## src/rtl/game_sequencer.sv

```systemverilog
// rtl/game_sequencer.sv - code-breaking game turn controller; define FIXED_SECRET_EN to always use LFSR_SEED as the secret
`timescale 1ns/1ps
module game_sequencer #(
    parameter int          MAX_TURNS = 8,
    parameter logic [11:0] LFSR_SEED = 12'hACE
) (
    input  logic       clk,
    input  logic       reset,
    input  logic       btn_left,
    input  logic       btn_right,
    input  logic       btn_up,
    input  logic       btn_down,
    input  logic       btn_enter,
    input  logic       mode_sw,
    output logic [2:0] guess3,
    output logic [2:0] guess2,
    output logic [2:0] guess1,
    output logic [2:0] guess0,
    output logic [1:0] cursor,
    output logic       store,
    output logic       hist_clear,
    output logic       hist_mode,
    output logic       hist_up,
    output logic       hist_down,
    output logic [2:0] black,
    output logic [2:0] white,
    output logic       score_valid,
    output logic [3:0] turn,
    output logic       won,
    output logic       lost,
    output logic       busy
);

    typedef enum logic [2:0] {
        S_IDLE,
        S_ENTRY,
        S_STORE,
        S_SCORE,
        S_RESULT,
        S_BROWSE,
        S_WON,
        S_LOST
    } state_t;

    state_t          state_q, state_d;
    logic [11:0]     lfsr_q;
    logic [11:0]     secret_src;

    // Digit arrays: element 3 is the leftmost digit (bits 11:9).
    logic [3:0][2:0] secret_q, secret_d;
    logic [3:0][2:0] guess_q, guess_d;

    logic [1:0]      cursor_d;
    logic [3:0]      step_q, step_d;
    logic [2:0]      black_acc_q, black_acc_d;
    logic [2:0]      match_acc_q, match_acc_d;
    logic [2:0]      black_d, white_d;
    logic [3:0]      turn_d;
    logic            store_d, hist_clear_d, hist_mode_d, hist_up_d, hist_down_d;
    logic            score_valid_d, won_d, lost_d, busy_d;

    logic [2:0]      colour;
    logic [2:0]      cnt_guess, cnt_secret, colour_min;
    logic [2:0]      match_sum;
    logic            digit_hit;

    assign guess3 = guess_q[3];
    assign guess2 = guess_q[2];
    assign guess1 = guess_q[1];
    assign guess0 = guess_q[0];

`ifdef FIXED_SECRET_EN
    assign secret_src = LFSR_SEED;
`else
    assign secret_src = lfsr_q;
`endif

    // Free-running Galois LFSR for x^12+x^6+x^4+x+1 (feedback taps 0x053).
    always_ff @(posedge clk) begin
        if (reset) begin
            lfsr_q <= LFSR_SEED;
        end else begin
            lfsr_q <= {lfsr_q[10:0], 1'b0} ^ (lfsr_q[11] ? 12'h053 : 12'h000);
        end
    end

    // Per-step scoring terms: exact hit for steps 0-3, colour overlap for steps 4-11.
    always_comb begin
        colour     = step_q[2:0] - 3'd4;
        cnt_guess  = 3'd0;
        cnt_secret = 3'd0;
        for (int i = 0; i < 4; i++) begin
            if (guess_q[i] == colour) begin
                cnt_guess = cnt_guess + 3'd1;
            end
            if (secret_q[i] == colour) begin
                cnt_secret = cnt_secret + 3'd1;
            end
        end
        colour_min = (cnt_guess < cnt_secret) ? cnt_guess : cnt_secret;
        match_sum  = match_acc_q + colour_min;
        digit_hit  = (guess_q[step_q[1:0]] == secret_q[step_q[1:0]]);
    end

    // Next-state and next-output logic; every output is registered from these values.
    always_comb begin
        state_d       = state_q;
        secret_d      = secret_q;
        guess_d       = guess_q;
        cursor_d      = cursor;
        step_d        = step_q;
        black_acc_d   = black_acc_q;
        match_acc_d   = match_acc_q;
        black_d       = black;
        white_d       = white;
        turn_d        = turn;
        hist_clear_d  = 1'b0;
        hist_up_d     = 1'b0;
        hist_down_d   = 1'b0;

        case (state_q)
            S_IDLE: begin
                if (btn_enter) begin
                    state_d      = S_ENTRY;
                    secret_d     = secret_src;
                    guess_d      = '0;
                    cursor_d     = 2'd0;
                    turn_d       = 4'd0;
                    hist_clear_d = 1'b1;
                end
            end
            S_ENTRY: begin
                if (btn_enter) begin
                    state_d     = S_STORE;
                    step_d      = 4'd0;
                    black_acc_d = 3'd0;
                    match_acc_d = 3'd0;
                    black_d     = 3'd0;
                    white_d     = 3'd0;
                end else if (mode_sw && (turn != 4'd0)) begin
                    state_d = S_BROWSE;
                end else if (btn_left) begin
                    if (cursor != 2'd3) begin
                        cursor_d = cursor + 2'd1;
                    end
                end else if (btn_right) begin
                    if (cursor != 2'd0) begin
                        cursor_d = cursor - 2'd1;
                    end
                end else if (btn_up) begin
                    guess_d[cursor] = guess_q[cursor] + 3'd1;
                end else if (btn_down) begin
                    guess_d[cursor] = guess_q[cursor] - 3'd1;
                end
            end
            S_STORE: begin
                state_d = S_SCORE;
                step_d  = 4'd0;
            end
            S_SCORE: begin
                step_d = step_q + 4'd1;
                if (step_q < 4'd4) begin
                    if (digit_hit) begin
                        black_acc_d = black_acc_q + 3'd1;
                    end
                end else begin
                    match_acc_d = match_sum;
                end
                if (step_q == 4'd11) begin
                    // Exact hits are complete by step 3; white is overlap minus exact hits.
                    state_d = S_RESULT;
                    black_d = black_acc_q;
                    white_d = match_sum - black_acc_q;
                    turn_d  = turn + 4'd1;
                end
            end
            S_RESULT: begin
                if (black == 3'd4) begin
                    state_d = S_WON;
                end else if (turn == 4'(MAX_TURNS)) begin
                    state_d = S_LOST;
                end else begin
                    state_d = S_ENTRY;
                end
            end
            S_BROWSE: begin
                if (!mode_sw) begin
                    state_d = S_ENTRY;
                end else begin
                    hist_up_d   = btn_up;
                    hist_down_d = btn_down;
                end
            end
            S_WON, S_LOST: begin
                if (btn_enter) begin
                    state_d = S_IDLE;
                end else if (mode_sw) begin
                    hist_up_d   = btn_up;
                    hist_down_d = btn_down;
                end
            end
            default: begin
                state_d = S_IDLE;
            end
        endcase

        store_d       = (state_d == S_STORE);
        busy_d        = (state_d == S_STORE) || (state_d == S_SCORE);
        score_valid_d = (state_d == S_RESULT);
        won_d         = (state_d == S_WON);
        lost_d        = (state_d == S_LOST);
        hist_mode_d   = (state_d == S_BROWSE) ||
                        (((state_d == S_WON) || (state_d == S_LOST)) && mode_sw);
    end

    // State and output registers; reset overrides everything, including a scoring pass.
    always_ff @(posedge clk) begin
        if (reset) begin
            state_q     <= S_IDLE;
            secret_q    <= '0;
            guess_q     <= '0;
            cursor      <= 2'd0;
            step_q      <= 4'd0;
            black_acc_q <= 3'd0;
            match_acc_q <= 3'd0;
            black       <= 3'd0;
            white       <= 3'd0;
            turn        <= 4'd0;
            store       <= 1'b0;
            hist_clear  <= 1'b0;
            hist_mode   <= 1'b0;
            hist_up     <= 1'b0;
            hist_down   <= 1'b0;
            score_valid <= 1'b0;
            won         <= 1'b0;
            lost        <= 1'b0;
            busy        <= 1'b0;
        end else begin
            state_q     <= state_d;
            secret_q    <= secret_d;
            guess_q     <= guess_d;
            cursor      <= cursor_d;
            step_q      <= step_d;
            black_acc_q <= black_acc_d;
            match_acc_q <= match_acc_d;
            black       <= black_d;
            white       <= white_d;
            turn        <= turn_d;
            store       <= store_d;
            hist_clear  <= hist_clear_d;
            hist_mode   <= hist_mode_d;
            hist_up     <= hist_up_d;
            hist_down   <= hist_down_d;
            score_valid <= score_valid_d;
            won         <= won_d;
            lost        <= lost_d;
            busy        <= busy_d;
        end
    end

endmodule

```

## config.mk

```make
export PLATFORM = sky130hd
export DESIGN_NAME = game_sequencer
export DESIGN_NICKNAME = d
export VERILOG_FILES = /design/src/rtl/game_sequencer.sv
export SDC_FILE = /design/constraint.sdc
export NUM_CORES = 1
export LEC_CHECK = 0
export ABC_AREA = 1
export CAP_MARGIN = 20
export CORE_MARGIN = 3
export CORE_UTILIZATION = 35
export DETAILED_ROUTE_END_ITERATION = 10
export PLACE_DENSITY_LB_ADDON = 0.15
export SLEW_MARGIN = 25
export SYNTH_ARGS = -nofsm -noshare
export SYNTH_HDL_FRONTEND = slang
export SYNTH_SLANG_ARGS = --single-unit
```

## constraint.sdc

```tcl
create_clock -name clk -period 5.8 [get_ports clk]
set_input_delay 1.74 -clock clk [delete_from_list [all_inputs] [get_ports clk]]
set_output_delay 1.74 -clock clk [all_outputs]
set_load 0.01 [all_outputs]
```

Yosys cells after proc, flatten, opt, wreduce, memory -nomap -nowiden
Index checks and enable logic that the tools add are counted.
- $add $sub $neg: 16
- order comparisons: 5
- equality and inequality tests: 40
- muxes and demuxes: 66
- bitwise gates (word level): 2
- reduce and logical (&&, ||, !) cells: 23
- operators by type and width (operator ; number):
    12-bit two-way mux ; 7
    3-bit two-way mux ; 25
    3-bit equality test ; 9
    3-bit equality test, second input constant ; 9
    3-bit by 1-bit adder with 3-bit output, second input constant ; 8
    12-bit bitwise mux ; 2
    12-bit one-hot mux with 2 select lines ; 1
    3-bit one-hot mux with 2 select lines ; 4
    2-bit != test, second input constant ; 11
    3-bit one-hot mux with 7 select lines ; 1
    3-bit binary-select mux with 2-bit select ; 3
    2-bit two-way mux ; 7
    7-bit AND reduction ; 2
    3-bit by 2-bit equality test with 1-bit output, second input constant ; 4
    3-bit != test, second input constant ; 4
    4-bit one-hot mux with 3 select lines ; 1
    12-bit by 7-bit bitwise XOR with 12-bit output ; 1
    3-bit AND reduction ; 3
    4-bit by 1-bit adder with 4-bit output, second input constant ; 2
    4-bit equality test, second input constant ; 2
    4-bit two-way mux ; 2
    4-bit one-hot mux with 2 select lines ; 1
    2-bit nonzero test ; 4
    1-bit two-way mux ; 7
    24 further kinds ; 32
- bits in registers: 70
- input bits: 8
- output and inout bits: 33
- word-level logic and storage cells: 178

Longest topological paths before layout
- depth in word-level cells: 15
- depth in mapped cells: 32
- mapped depth without buffers: 30

Worst setup path before layout
Ideal clock, no wire load.
- kind: register to register
- start point: reg step_q[0]
- end point: reg white[2]
- data arrival time: 4256 ps
- path slack: 1474 ps
- cell stages (with the launch flop): 32
- cell sequence: dfxtp_1 -> buf_2 -> inv_2 -> buf_2 -> nand2_1 -> nand2_1 -> a21oi_1 -> nand2_1 -> inv_1 -> ha_1 -> nand3_1 -> nand2_1 -> inv_1 -> ha_1 -> inv_1 -> nor2_1 -> xor2_1 -> inv_1 -> ha_1 -> inv_1 -> a21oi_1 -> nand2_1 -> nand2_1 -> nand2_1 -> ha_1 -> fa_1 -> inv_1 -> fa_1 -> xnor2_1 -> a21oi_1 -> o21ai_0 -> a21oi_1
- word-level cells in the longest chain between the ends: 15
- elaborated cells between the ends (all ways): 32
- those cells by class: add/sub: 9; order compare: 1; eq/ne: 10; mux: 11; reduce/logical: 1
- RTL lines (what ; line ; RTL):
    start: declaration ; 54 ; logic [3:0] step_q, step_d;
    start signal: assignment ; 243 ; step_q <= step_d;
    3-bit subtractor ; 89 ; colour = step_q[2:0] - 3'd4;
    3-bit equality test, on equally long branches ; 93, 96 ;
    1-bit two-way mux, on equally long branches ; 93, 96 ;
    3-bit by 1-bit adder with 3-bit output, on equally long branches ; 94, 97 ;
    3-bit two-way mux, on equally long branches ; 93, 96 ;
    3-bit by 1-bit adder with 3-bit output, on equally long branches ; 94, 97 ;
    3-bit two-way mux, on equally long branches ; 93, 96 ;
    3-bit by 1-bit adder with 3-bit output, on equally long branches ; 94, 97 ;
    3-bit two-way mux, on equally long branches ; 93, 96 ;
    3-bit < comparator ; 100 ; colour_min = (cnt_guess < cnt_secret) ? cnt_guess : cnt_secret;
    3-bit two-way mux ; 100 ;
    3-bit adder ; 101 ; match_sum = match_acc_q + colour_min;
    3-bit subtractor ; 173 ; white_d = match_sum - black_acc_q;
    3-bit two-way mux ; 169 ; if (step_q == 4'd11) begin
    3-bit one-hot mux with 2 select lines ; 121 ; case (state_q)
    end signal: assignment ; 247 ; white <= white_d;
    end: declaration ; 26 ; output logic [2:0] white,
Parallel ways exist; a longest one is shown, timed or not. The select of a mux whose other input is x is not followed.
A chain may end at the register's enable or synchronous reset.

Worst setup path in the final report
- start point: reg step_q[1]
- end point: reg white[2]
The elaborated chain is that of the path after synthesis.

==> results.cfg <==
[logic_synthesis]
syn_area_per_cell_sq_um = 6.69
synth-seq-cells = 70
synthMuxAreaShare_pct = 0.249
ys_seq_area_share_pct = 34.8
yosysTopAreaCellShare_pct = 34.8
yosys.area_share.adder_pct = 6.59
async_flop_share_pct = 0
yosys.area_share.simple_pct = 35.0
synth_area_leaders = dfxtp_1, nand2_1, inv_1
synthXorXnorAreaFrac_pct = 2.83
synth-edff-count = 0
synth_common_cells = nand2_1, inv_1, dfxtp_1
synth_top_flop_cell = dfxtp_1
synth_top_family_by_area = simple AND/OR/NAND/NOR gates
yosysWarnings = 0
syn_inst = 602
synthesis.area_sq_um = 4030
synth_compound_area_share_pct = 10.3
synth_fp_nets = 630
synth_cell_types = 38
yosysMostFrequentCell = nand2_1
yosysTopAreaCell = dfxtp_1

[place]
place_area_sq_um = 4560
portBuffers = 40
dpl.hpwl_microns = 7620
post-place-cells = 772
gp_congestion = 0.874

[timing]
fmax_mhz = 199
holdWs_ns = 0.424
post-route-period-util_pct = 86.5
worst_pin_slew_ns = 0.606
hold_viol_final = 0
min_period_ns = 5.02
slew_viol_final = 0
setup_tns_ns = 0
slew_headroom_pct = 59.2
finClkSkew_ns = 0.00900
setup-violations-final = 0
rsz0062_at_grt = false

[floorplan]
start_util_pct = 36.5
rows = 38
coreArea_sq_um = 11000
die_h_microns = 113
io_pins = 41
dieWidth_microns = 113
dieArea_sq_um = 12800

[clock_network]
cts.hold.buffers_added = 0
cts_root_buf = clkbuf_16
clkTransAtPathRegs_ns = 0.06
ctsHtreeMaxLevel = 3
clockBufferDepth = 2
postCtsSetupBuffers = 0
cts_tree = yes
clock_sinks = 70
numCtsBuffers = 9
clkLatencyLatePin_ns = 0.34
cts_resized = 0

[finish]
finalInstanceArea_sq_um = 4900
layout-drive-gt1-share_pct = 8.80
stdcell_count = 788
finalNetCount = 671
num_antenna_cells = 0
area_growth_pct = 21.6
nFillCells = 1203

[setup_path]
timing.critical_path.slowest_stage_cell = dfxtp_1
r2r_start = step_q[1]
r2r-end = white[2]
critical_path_class = flop to flop
rr_worst_depth = 28
crit_fanout = 17
crit_arrival_ns = 5.28
crit_required_ns = 6.06
end_kind = flop
slowest_delay_ns = 0.69
start_kind = flop
reg2reg_slack_ns = 0.78

[global_route]
grt_usage_pct = 16.6
grt_pass1_wl_microns = 17400
overflow = 0
grt_antenna_before_repair = 0
grt_max_degree = 40
grt_pass1_vias = 3696

[detailed_routing]
drtIter0Drc = 129
vias_per_cell = 4.83
ant_nets = 0
dr.pass1.iters = 6
via_count = 3803
drc = 0
wl_per_cell_microns = 12.6
finalWirelength_microns = 9940

[run_status]
outcome = completed

[power_and_ir_drop]
p_leak_nw = 2.17
powerDensity_nw_per_um2 = 290
ir_drop_mv = 0.253

[worst_hold_path]
hold_path_depth = 2
min_from = lfsr_q[8]
hold_class = flop to flop
hold_end = lfsr_q[9]

[flow_run]
drv_cap = 0
## routing by layer
metal  vias to the layer above  track usage (%)  share of wire, %
met1                      1725             21.6                49
li1                       2000                -                 -
met3                        15             3.90               3.4
met5                         -                0                 0
met2                        63             26.9                45
met4                         0             5.93               2.1
## placed cells by master (no fill, tap or decap), types with 2 or more instances in the layout
cell / synthesis / final
o21ai_0: 14 / 14
nor2_4: 3 / 3
a21oi_1: 39 / 39
xnor2_1: 7 / 7
nand4_1: 4 / 4
nor3_2: 2 / 2
nor3b_1: 2 / 2
clkdlybuf4s50_1: 0 / 40
nor4_2: 3 / 3
bufinv_16: 0 / 2
xor2_1: 6 / 6
buf_4: 1 / 3
nor2_2: 2 / 2
clkinv_4: 0 / 3
nand2_2: 7 / 7
fa_1: 2 / 2
nand3_1: 48 / 48
nor2_1: 46 / 46
a22oi_1: 2 / 2
dfxtp_1: 70 / 70
or2_1: 2 / 2
o22ai_1: 10 / 10
nor4_1: 2 / 2
nor3_1: 9 / 9
inv_2: 13 / 13
ha_1: 18 / 18
a21oi_2: 3 / 3
o21ai_1: 8 / 8
nand3b_1: 2 / 2
nand2_1: 180 / 180
clkbuf_16: 0 / 9
inv_1: 78 / 78
## registers in the layout, summed over array words and instances, names as in the netlist, 4 cells and up
register and cells:
lfsr_q 12, secret_q 12, step_q 4, turn 4
## kinds of logic (layout without fill, tap and decap cells)
group                      count (synthesis)  after routing
and+or+nand+nor                          316            316
AOI/OAI and AO/OA                         77             77
xor gates and xnor gates                  13             13
muxes                                      1              1
adders and majority gates                 20             20
buffers and inverters                    105            151
DFF                                       70             70
## cell type report
class	count	area [sq um]	share of cell area, %
multi-input cells	427	2220	45.3
repair buffers	43	423	8.64
well taps	140	175	3.58
clock inverters	7	106	2.17
inverters	92	348	7.10
clock buffers	9	225	4.60
flip-flops and latches	70	1400	28.6
## worst max-delay path, delay by kind of cell, from the launching register on
family / cells / cell delay (ns)
compound gates: 4 / 0.56
flops: 1 / 0.69
buf+inv: 7 / 0.65
fa+ha+maj: 6 / 1.86
xor+xnor: 2 / 0.35
simple gates: 9 / 0.85
## how the worst max path moves through the flow
stage                    from        to  slack (ns)
floorplan           step_q[0]  white[2]        1.47
global placement    step_q[1]  white[2]        0.94
detailed placement  step_q[1]  white[2]        0.78
CTS                 step_q[1]  white[2]        0.75
global route        step_q[1]  white[2]        0.25
finish              step_q[1]  white[2]        0.78
## where the power goes
part | switching (mW) | internal (mW) | leakage, nW | total (mW)
Combinational | 0.186 | 0.0947 | 1.43 | 0.281
Clock | 0.228 | 0.383 | 0.162 | 0.611
Sequential | 0.0207 | 0.508 | 0.571 | 0.529
## per-stage QoR
stage	worst slack (ns)	total power, mW	util [%]
2_1_floorplan	1.47	0.741	-
3_3_place_gp	0.943	0.817	41.4
3_5_place_dp	0.777	0.822	41.4
4_1_cts	0.753	1.44	44.4
5_1_grt	0.251	1.50	44.4
6_report	0.783	1.42	44.4
No activity file was read; power rests on OpenSTA's default activity.
